## src/rtl/pipelined_barrel_shifter.sv

```systemverilog
// Pipelined rotate/shift unit with valid/ready on both sides; stage k applies a 2^k shift.
// Optional out_zero/out_carry flags are built only when BSH_FLAGS_EN is defined.
module pipelined_barrel_shifter #(
  parameter int WIDTH = 8,
  parameter int SHW   = $clog2(WIDTH)
) (
  input  logic             clk,
  input  logic             rst_n,
  input  logic             in_valid,
  output logic             in_ready,
  input  logic [WIDTH-1:0] in_data,
  input  logic [SHW-1:0]   in_amt,
  input  logic [1:0]       in_mode,
  output logic             out_valid,
  input  logic             out_ready,
  output logic [WIDTH-1:0] out_data
`ifdef BSH_FLAGS_EN
  ,
  output logic             out_zero,
  output logic             out_carry
`endif
);

  localparam logic [1:0] MODE_ROR = 2'b00;
  localparam logic [1:0] MODE_ROL = 2'b01;
  localparam logic [1:0] MODE_SHR = 2'b10;

  logic [SHW-1:0]   r_vld;
  logic [WIDTH-1:0] r_data [SHW];
  logic [SHW-1:0]   r_amt  [SHW];
  logic [1:0]       r_mode [SHW];

  logic [WIDTH-1:0] w_srcData  [SHW];
  logic [SHW-1:0]   w_srcAmt   [SHW];
  logic [1:0]       w_srcMode  [SHW];
  logic [WIDTH-1:0] w_nextData [SHW];
  logic [SHW-1:0]   w_srcVld;
  logic [SHW-1:0]   w_rdy;
  logic [SHW-1:0]   w_load;

  // Arithmetic fill uses the current MSB, which earlier SAR stages have kept equal to the original sign.
  function automatic logic [WIDTH-1:0] stepShift(input logic [WIDTH-1:0] d,
                                                 input logic [1:0] mode, input int s);
    logic [WIDTH-1:0] fill;
    fill = {WIDTH{d[WIDTH-1]}};
    case (mode)
      MODE_ROR: return (d >> s) | (d << (WIDTH - s));
      MODE_ROL: return (d << s) | (d >> (WIDTH - s));
      MODE_SHR: return d >> s;
      default:  return (d >> s) | (fill << (WIDTH - s));
    endcase
  endfunction

  function automatic logic stepCarry(input logic [WIDTH-1:0] d,
                                     input logic [1:0] mode, input int s);
    logic [WIDTH-1:0] t;
    t = (mode == MODE_ROL) ? (d >> (WIDTH - s)) : (d >> (s - 1));
    return t[0];
  endfunction

  always_comb begin
    logic chain;
    w_srcData[0] = in_data;
    w_srcAmt[0]  = in_amt;
    w_srcMode[0] = in_mode;
    w_srcVld[0]  = in_valid;
    for (int k = 1; k < SHW; k++) begin
      w_srcData[k] = r_data[k-1];
      w_srcAmt[k]  = r_amt[k-1];
      w_srcMode[k] = r_mode[k-1];
      w_srcVld[k]  = r_vld[k-1];
    end
    // A stage can load when it is empty or everything downstream of it moves this cycle.
    chain = out_ready;
    for (int k = SHW - 1; k >= 0; k--) begin
      chain    = ~r_vld[k] | chain;
      w_rdy[k] = chain;
    end
    for (int k = 0; k < SHW; k++) begin
      w_nextData[k] = w_srcAmt[k][k] ? stepShift(w_srcData[k], w_srcMode[k], 1 << k)
                                     : w_srcData[k];
      w_load[k]     = w_rdy[k] & w_srcVld[k];
    end
  end

  always_ff @(posedge clk or negedge rst_n) begin
    if (!rst_n) begin
      r_vld <= '0;
      for (int k = 0; k < SHW; k++) begin
        r_data[k] <= '0;
        r_amt[k]  <= '0;
        r_mode[k] <= '0;
      end
    end else begin
      for (int k = 0; k < SHW; k++) begin
        if (w_rdy[k]) begin
          r_vld[k] <= w_srcVld[k];
        end
        if (w_load[k]) begin
          r_data[k] <= w_nextData[k];
          r_amt[k]  <= w_srcAmt[k];
          r_mode[k] <= w_srcMode[k];
        end
      end
    end
  end

  assign in_ready  = w_rdy[0];
  assign out_valid = r_vld[SHW-1];
  assign out_data  = r_data[SHW-1];

`ifdef BSH_FLAGS_EN
  logic [SHW-1:0] r_carry;
  logic           r_zero;
  logic [SHW-1:0] w_srcCarry;
  logic [SHW-1:0] w_nextCarry;

  // The carry only changes in stages that actually shift, so the last shifting stage decides it.
  always_comb begin
    w_srcCarry[0] = 1'b0;
    for (int k = 1; k < SHW; k++) begin
      w_srcCarry[k] = r_carry[k-1];
    end
    for (int k = 0; k < SHW; k++) begin
      w_nextCarry[k] = w_srcAmt[k][k] ? stepCarry(w_srcData[k], w_srcMode[k], 1 << k)
                                      : w_srcCarry[k];
    end
  end

  always_ff @(posedge clk or negedge rst_n) begin
    if (!rst_n) begin
      r_carry <= '0;
      r_zero  <= 1'b0;
    end else begin
      for (int k = 0; k < SHW; k++) begin
        if (w_load[k]) begin
          r_carry[k] <= w_nextCarry[k];
        end
      end
      if (w_load[SHW-1]) begin
        r_zero <= (w_nextData[SHW-1] == '0);
      end
    end
  end

  assign out_zero  = r_zero;
  assign out_carry = r_carry[SHW-1];
`endif

endmodule

```

## config.mk

```make
export PLATFORM = sky130hd
export DESIGN_NAME = pipelined_barrel_shifter
export DESIGN_NICKNAME = d
export VERILOG_FILES = /design/src/rtl/pipelined_barrel_shifter.sv
export SDC_FILE = /design/constraint.sdc
export NUM_CORES = 1
export LEC_CHECK = 0
export BUFFER_PORTS_ARGS = -buffer_cell sky130_fd_sc_hd__buf_2
export CORE_MARGIN = 8
export CORE_UTILIZATION = 61
export DETAILED_ROUTE_END_ITERATION = 8
export PLACE_DENSITY = 0.84
export REMOVE_ABC_BUFFERS = 1
export SLEW_MARGIN = 40
export SYNTH_ARGS = -nofsm -noshare
export SYNTH_HDL_FRONTEND = slang
export SYNTH_SLANG_ARGS = --single-unit
```

## constraint.sdc

```tcl
create_clock -name clk -period 2.3 [get_ports clk]
set_input_delay 0.345 -clock clk [delete_from_list [all_inputs] [get_ports clk]]
set_output_delay 0.345 -clock clk [all_outputs]
set_load 0.01 [all_outputs]
```

==> results.md <==
- Status: finished, final reports clean
- Final instance area: 0.00213 mm²
- Number of port buffers: 26
- Synth cell types: 33
- Post-DRT Antenna Nets: 0
- Total gr overflow: 0
- Via count: 1401
- Layout cells sized above 1: 26.7%
- Die Wd: 72.8 µm
- Worst IR drop on VDD: 435 µV
- Max Freq: 0.577 GHz
- Clk_skew: 5.68 ps
- Pint: 1.41 mW
- CP arrival: about 1400 ps
- Final hold vios: 0
- Max Cap Viol: 0
- Clk slew on worst S/H paths: 110 ps
- GRT Total Usage: 15.9%
- Wire per inst: 16.5 µm
- Num CTS Buffers: 5
- Final TNS setup: 0 ps
- Hold Startpoint: in_amt[2]
- Setup Crit Path Kind: register to primary output
- CORE AREA: slightly above 0.003 mm²
- Slew @ Worst Pin: 496 ps
- GPL Wtd Cong: 0.951
- Initial antenna violation count: 0
- Slew Limit Headroom: 66.9%
- Mean Syn Cell Area: 11.0 µm²
- Crit start category: register
- ANT cells: 0
- Fin. max-slew vios: 0
- CTS tree: yes
- Fill count: 250
- CP Capture Type: primary output
- Root Buffer: clkbuf_4
- Worst hold path type: primary input to register
- RSZ-0062 raised after global routing: false
- Async SR Flop Fraction: 100%
- Final period util: about three quarters
- FF-to-FF Start: r_vld[1]$_DFFE_PN0P_
- Yosys reg bits: 34
- Syn Inst Count: 178
- Largest net degree at the start of global routing: 35
- Placed inst area: 0.00201 mm²
- Via density: 5.96
- Final #Nets: approximately 210
- Cell Rows: 20
- Reg2Reg Setup Slack: between 700 and 800 ps
- Area growth from synthesis to layout: 8.52%
- YS warnings: 0
- H-tree depth: 2
- Period minus WS final: 1730 ps
- Net Sw Frac: between 30% and 40%
- Clock sinks: 34
- First-pass GRT wire length: around 6700 µm
- Most frequent cells in the layout: dfrtp_1 (34), buf_2 (25), o211ai_1 (15), inv_1 (10)
- Seq/Total Area, Yosys: 43.3%
- Largest fanout on the critical path: 10
- Die area: between 0.005 and 0.006 mm²
- Logic pwr share: between 20% and 30%
- Detailed Place HPWL: ~2900 µm
- Reg2reg path depth: 3
- Hold Path Stages: 2
- Post-Syn Area: 0.00197 mm²
- Seq. cell area: 851 µm²
- Clock Tree Buf Depth: 2
- Clock Latency Late Sink: 340 ps
- DRC: 0
- Critical path startpoint: r_vld[1]$_DFFE_PN0P_
- Reg power frac: 45.5%
- Synth Flop Type: dfrtp_1
- Footprint of the multi-input gates: ~940 µm²
- Initial DRT Pass Iterations: 4
- Starting Density: 64.4%
- Total Wirelength: 3880 µm
- Clock power frac: 28.5%
- Psw: between 0.6 and 0.7 mW
- Power Dens Cells: 946 mW/mm²
- Commonest non-fill, non-tap cell in the layout: dfrtp_1
- Boundary pin count: 27
- Worst EP required: 1960 ps
- DR iter-0 viols: 74
- Finish-stage setup viols: 0
- Pleak: roughly 0.96 nW
- Post-synth EDFFs: 0
- Die Ht: 72.8 µm
- Number of global-route vias before repair: roughly 1500
==> critical path: stages (launching register included) <==
cell and delay, ps:
dfrtp_1 580, nand4b_4 250, buf_2 220
==> through the flow <==
stage | utilization (%) | hold slack, ps | worst slack, ps | instances | power [mW]
floorplan | - | 49.4 | 903 | 156 | 1.26
global route | 69.9 | 210 | 508 | 235 | 2.14
detailed placement | 65.9 | 443 | 771 | 226 | 1.46
CTS | 69.5 | 62.8 | 569 | 234 | 2.03
finish | 69.9 | 227 | 567 | 235 | 2.02
global placement | 65.9 | 424 | 847 | 226 | 1.43
==> cells in the mapped netlist, types with 2 or more instances <==
cell	count	area, µm²
nand2b_1	6	37.5
a32o_1	7	70.1
buf_2	5	25.0
o21a_1	7	52.6
inv_1	10	37.5
nand3_1	2	10.0
a21oi_1	8	40.0
nand2_1	2	7.51
buf_4	10	75.1
mux2i_1	7	70.1
nor2_1	3	11.3
a211oi_1	6	45.0
o2bb2ai_1	8	70.1
o211ai_1	15	113
a21boi_0	2	15.0
a31oi_1	3	18.8
nand3b_1	7	52.6
mux2_4	4	60.1
clkbuf_1	5	18.8
buf_6	2	22.5
mux2_2	8	90.1
o211a_1	2	20.0
and3b_1	6	52.6
dfrtp_1	34	851
==> worst paths after layout <==
path	to
min in group asynchronous	out_data[5]$_DFFE_PN0P_
worst min-delay path	r_amt[8]$_DFFE_PN0P_
worst min register to register	out_data[5]$_DFFE_PN0P_
worst max register to register	r_mode[3]$_DFFE_PN0P_
worst max-delay path	in_ready
max in group asynchronous	r_data[8]$_DFFE_PN0P_
==> logic make-up (layout without fill, tap and decap cells) <==
family	after synthesis	in the layout	synth area share (%)
AO/OA/AOI/OAI	60	60	23.3
buffers and inverters	32	45	9.10
AND/OR/NAND/NOR	33	33	13.1
multiplexers	19	19	11.2
flip-flops	34	34	43.3
==> registers in the layout, summed over array words and instances (netlist names) <==
name / cells
r_mode: 4
out_data: 8
r_vld: 3
r_data: 16
r_amt: 3
==> cell type report <==
class	instances	share of cell area, %
well taps	44	2.58
flip-flops and latches	34	39.9
repair buffers	27	6.68
clock inverters	2	2.81
inverters	10	1.76
multi-input cells	112	43.9
clock buffers	6	2.40
==> what timing repair did <==
item	4_1_cts	5_1_grt
buffers inserted	0	0
gates resized for setup	0	0
hold endpoints to repair	0	34
hold buffers	0	1
==> power by group through the flow <==
stage | Clock (mW) | Sequential [mW] | Combinational [mW]
2_1_floorplan | 0 | 0.920 | 0.337
3_3_place_gp | 0 | 0.918 | 0.513
3_5_place_dp | 0 | 0.930 | 0.527
4_1_cts | 0.582 | 0.918 | 0.532
5_1_grt | 0.612 | 0.945 | 0.582
6_report | 0.575 | 0.919 | 0.526
==> metal layers <==
layer | wire (µm) | share of wire (%) | vias up | global-route usage, %
li1 | - | - | 681 | -
met1 | 1720 | 44 | 669 | 17.8
met2 | 1910 | 49 | 44 | 27.2
met3 | 172 | 4.4 | 7 | 4.40
met4 | 77 | 2.0 | 0 | 7.78
met5 | 0 | 0 | - | 0
(Power assumes the default switching activity.)
